`src/rtl/jk_reg_bank.sv`:
```
// Bank of WIDTH independent JK flip-flops with parallel load, per-bit change flags
// and a saturating count of edges at which the register contents changed.
module jk_reg_bank #(
  parameter int               WIDTH = 8,
  parameter int               CNT_W = 16,
  parameter logic [WIDTH-1:0] INIT  = '0
) (
  input  logic             clk,
  input  logic             reset,
  input  logic             en,
  input  logic [WIDTH-1:0] j,
  input  logic [WIDTH-1:0] k,
  input  logic             load,
  input  logic [WIDTH-1:0] d,
  input  logic             clr_count,
  output logic [WIDTH-1:0] q,
  output logic [WIDTH-1:0] qn,
  output logic [WIDTH-1:0] toggled,
  output logic             any_change,
  output logic [CNT_W-1:0] chg_count
);

  localparam logic [CNT_W-1:0] CNT_MAX = '1;

  logic [WIDTH-1:0] q_reg;
  logic [WIDTH-1:0] q_next;
  logic [WIDTH-1:0] jk_next;
  logic [WIDTH-1:0] diff;
  logic [WIDTH-1:0] toggled_reg;
  logic             any_change_reg;
  logic [CNT_W-1:0] count_reg;
  logic [CNT_W-1:0] count_next;

  genvar gi;
  generate
    for (gi = 0; gi < WIDTH; gi++) begin : g_bit
      // JK truth table: 00 hold, 10 set, 01 clear, 11 invert
      assign jk_next[gi] = j[gi] ? (k[gi] ? ~q_reg[gi] : 1'b1)
                                 : (k[gi] ? 1'b0       : q_reg[gi]);
      assign q_next[gi]  = load ? d[gi] : (en ? jk_next[gi] : q_reg[gi]);
    end
  endgenerate

  assign diff = q_next ^ q_reg;

  always_comb begin
    count_next = count_reg;
    if (clr_count) begin
      count_next = '0;
    end else if ((|diff) && (count_reg != CNT_MAX)) begin
      count_next = count_reg + 1'b1;
    end
  end

  always_ff @(posedge clk or negedge reset) begin
    if (!reset) begin
      q_reg          <= INIT;
      toggled_reg    <= '0;
      any_change_reg <= 1'b0;
      count_reg      <= '0;
    end else begin
      q_reg          <= q_next;
      toggled_reg    <= diff;
      any_change_reg <= |diff;
      count_reg      <= count_next;
    end
  end

  assign q          = q_reg;
  assign qn         = ~q_reg;
  assign toggled    = toggled_reg;
  assign any_change = any_change_reg;
  assign chg_count  = count_reg;

endmodule

```
`config.mk`:
```
export PLATFORM = sky130hd
export DESIGN_NAME = jk_reg_bank
export DESIGN_NICKNAME = d
export VERILOG_FILES = /design/src/rtl/jk_reg_bank.sv
export SDC_FILE = /design/constraint.sdc
export NUM_CORES = 1
export LEC_CHECK = 0
export ABC_AREA = 1
export BUFFER_PORTS_ARGS = -buffer_cell sky130_fd_sc_hd__clkbuf_2
export CAP_MARGIN = 10
export CORE_MARGIN = 8
export CORE_UTILIZATION = 30
export DETAILED_ROUTE_END_ITERATION = 8
export HOLD_SLACK_MARGIN = 0.05
export RECOVER_POWER = 25
export SLEW_MARGIN = 20
export SYNTH_ARGS = -nofsm -noshare
export SYNTH_HDL_FRONTEND = slang
export SYNTH_SLANG_ARGS = --single-unit
```
`constraint.sdc`:
```
create_clock -name clk -period 1.7 [get_ports clk]
set_input_delay 0.17 -clock clk [delete_from_list [all_inputs] [get_ports clk]]
set_output_delay 0.17 -clock clk [all_outputs]
set_load 0.005 [all_outputs]
```
==> key figures <==
Final layout
  • P&R area growth vs syn: 33.72%
  • Register area: 832.0 sq um
  • Final nets: 402
  • Area of the multi-input gates: 1172 sq um
  • Final Cell Area: just under 3000 sq um
  • Max reg flops: 16
  • Antenna cells: 0
  • Share of cells above drive strength 1: 0.4075
  • Filler Cell Count: 764

Die
  • I/O pins: 70
  • Core area: between 7000 and 8000 sq um
  • Starting Density: 0.3052
  • Die H: 101.2 microns
  • Die X: between 100 and 150 microns
  • Row Count: 31
  • Die area: 10240 sq um

Drt
  • Vias: about 2100
  • Final wirelength: approximately 5.8 mm
  • DR iter-0 viols: 59
  • DRC: 0
  • Wire per inst: 12.27 microns
  • Drt pass-1 iters: 4
  • Vias/cell: approximately 4.5
  • Post-route ant nets: 0

Timing
  • Crit share post-route: 0.9068
  • Final WS setup: 0.1584 ns
  • Max Freq: ~0.65 GHz
  • Hold Slack: 0.1226 ns
  • Fin crit period: 1.542 ns
  • Rel. slew slack: 0.4721
  • Worst Tran Pin Value: 0.7918 ns
  • Final setup TNS: 0 ns
  • # setup viols final: 0
  • Setup Skew: approximately 0.0064 ns
  • Hold Fails Final Rpt: 0
  • Pins Over Slew Limit: 0

Clock network
  • CTS Sinks: 33
  • CTS tree: built
  • CTS Buffer Depth: 2
  • Total CTS buffers: 5
  • Clk_lat worst skew: between 0.2 and 0.3 ns
  • CTS root buf: clkbuf_8
  • H-tree lvl count: 2
  • Reg clk slew, reported paths: 0.07 ns

Worst setup path
  • CP Max Fanout: 8
  • Cells on worst reg2reg path: 8
  • Critical Path AT: 1.72 ns
  • Required time worst endpoint: 1.88 ns
  • CP startpoint kind: register
  • CP Class: reg2reg
  • Crit path capture type: register

Worst hold path
  • Hold path cells: 3
  • Worst hold path class: in2reg

Pwr
  • Clk pwr share: 0.302
  • PD cells: 638.9 nW/um^2
  • Sw power: 551.9 uW
  • Pint: approximately 1.3 mW
  • Sw Share: 0.2966
  • Peak VDD IR: ~0.32 mV
  • Combinational Power Share: 0.221
  • Pleak: 1.597 nW
  • Flop pwr share: 0.477
  • Overall Power: 1.861 mW

Job
  • MaxCap Viol Count: 0

Synthesis
  • Yosys top cell by area: dfrtp_1
  • FF+latch count, synth: 33
  • Syn. warnings: 0
  • Seq/Total Area, Yosys: 0.3791
  • Syn Nets: just over 300
  • Cell count after synthesis: 280
  • Number of synthesized flops with an enable pin: 0
  • Most used DFF post-synth: dfrtp_1
  • Synthesized area: 2178 sq um
  • Syn_area_per_cell: 7.780 sq um
  • Area contributors post-synth: dfrtp_1, nand2_1, nand3_2
  • Asr flop ratio synth: 1.000
  • Synth top area share: 0.3791
  • Unique masters post-synth: 28

Global routing
  • All-layer global routing usage: 0.1154
  • Largest net degree at the start of global routing: 34
  • Global route total overflow: 0
  • Initial antenna violation count: 0
  • First-pass GRT wire length: 9.542 mm
  • Vias in the first global route: 2041

Place
  • I/O Buffers: 69
  • DP Worst Slack: -0.03667 ns
  • Area after DPL: 2681 sq um
  • Routability congestion estimate: 0.7990
  • Detailed Place HPWL: approximately 4.5 mm

Run status
  • Outcome: complete, no violations
==> timing repair <==
| action | CTS | global route |
|---|---|---|
| hold buffers | 1 | 0 |
| hold endpoints to repair | 33 | 0 |
| resized for setup | 0 | 22 |
| endpoints found under the setup margin | 0 | 16 |
| setup buffers | 0 | 7 |
==> synth_stat cells, types with 2 or more instances <==
master / number
nand2_1: 81
nand3_1: 36
dfrtp_1: 33
inv_1: 32
nand3_2: 21
nand4_1: 18
nor2_1: 15
xor2_1: 9
nand2_2: 5
or2_2: 4
xnor2_1: 4
buf_6: 3
buf_2: 2
nand2_4: 2
nor2_2: 2
==> routing by layer <==
metal  up-vias  GRT usage  wire length, microns
li1       1093          -                     -
met1       952     0.1508                  2784
met2        66     0.1771                  2533
met3         9    0.03849                   397
met4         0    0.03093                    75
met5         -          0                     0
==> power by group through the flow <==
stage                     Combinational, mW  Sequential [mW]  Clock (mW)
final                                 0.412            0.888       0.561
after global routing                  0.466            0.896       0.623
after CTS                             0.386            0.883       0.588
after detailed placement              0.385            0.895           0
after global placement                0.378            0.897           0
after floorplan                       0.202            0.897           0
==> cell usage in the layout, fill, tap and decap left out, drive strengths merged <==
cell type	netlist	routed
buf	9	23
ha	1	1
o211ai	1	1
and2	1	1
xor2	9	9
clkbuf	1	77
nand3	57	57
nand2	88	88
clkinv	0	2
xnor2	4	4
dfrtp	33	33
nor3	1	1
or2	5	5
inv	33	33
nand4	19	19
dlygate4sd3	0	1
nor2	18	18
==> stage by stage <==
| step | std cells | util |
|---|---|---|
| detailed placement | 455 | 0.3757 |
| CTS | 464 | 0.3887 |
| global route | 472 | 0.4081 |
| floorplan | 280 | - |
| global placement | 455 | 0.3757 |
| finish | 472 | 0.4081 |
==> worst paths after layout <==
| check | startpoint | endpoint | slack (ns) |
|---|---|---|---|
| max reg2reg | chg_count[3] | chg_count[13] | 0.16 |
| max in group asynchronous | reset | chg_count[0] | 0.56 |
| min reg2reg | chg_count[1] | chg_count[1] | 0.60 |
| min in group asynchronous | reset | chg_count[13] | 0.59 |
| min | d[2] | q[2] | 0.12 |
| max | chg_count[3] | chg_count[13] | 0.16 |
==> critical path, cell delays in order (launching register included) <==
cell	delay, ns
dfrtp_1	0.37
nand2_1	0.08
nor2_2	0.14
nand3_2	0.10
nor2_1	0.18
nand4_4	0.19
clkbuf_16	0.22
nand4_1	0.09
nand2_1	0.07
==> area by class of cell <==
cell class                      count  area share
Clock buffer                        6     0.02491
Clock inverter                      2    0.003436
Inverter                           33     0.04424
Multi-Input combinational cell    204      0.4025
Sequential cell                    33      0.2857
Tap cell                           99     0.04253
Timing Repair Buffer               95      0.1967
==> cells by family (layout without fill, tap and decap cells) <==
family | after synthesis | count (layout) | synth area share
AO/OA/AOI/OAI | 1 | 1 | 0.003448
XOR/XNOR | 13 | 13 | 0.05227
adder cells (fa/ha/maj) | 1 | 1 | 0.005743
flip-flops | 33 | 33 | 0.3791
AND/OR/NAND/NOR | 189 | 189 | 0.4572
buffers and inverters | 43 | 136 | 0.1022
No activity file was read; power rests on OpenSTA's default activity.
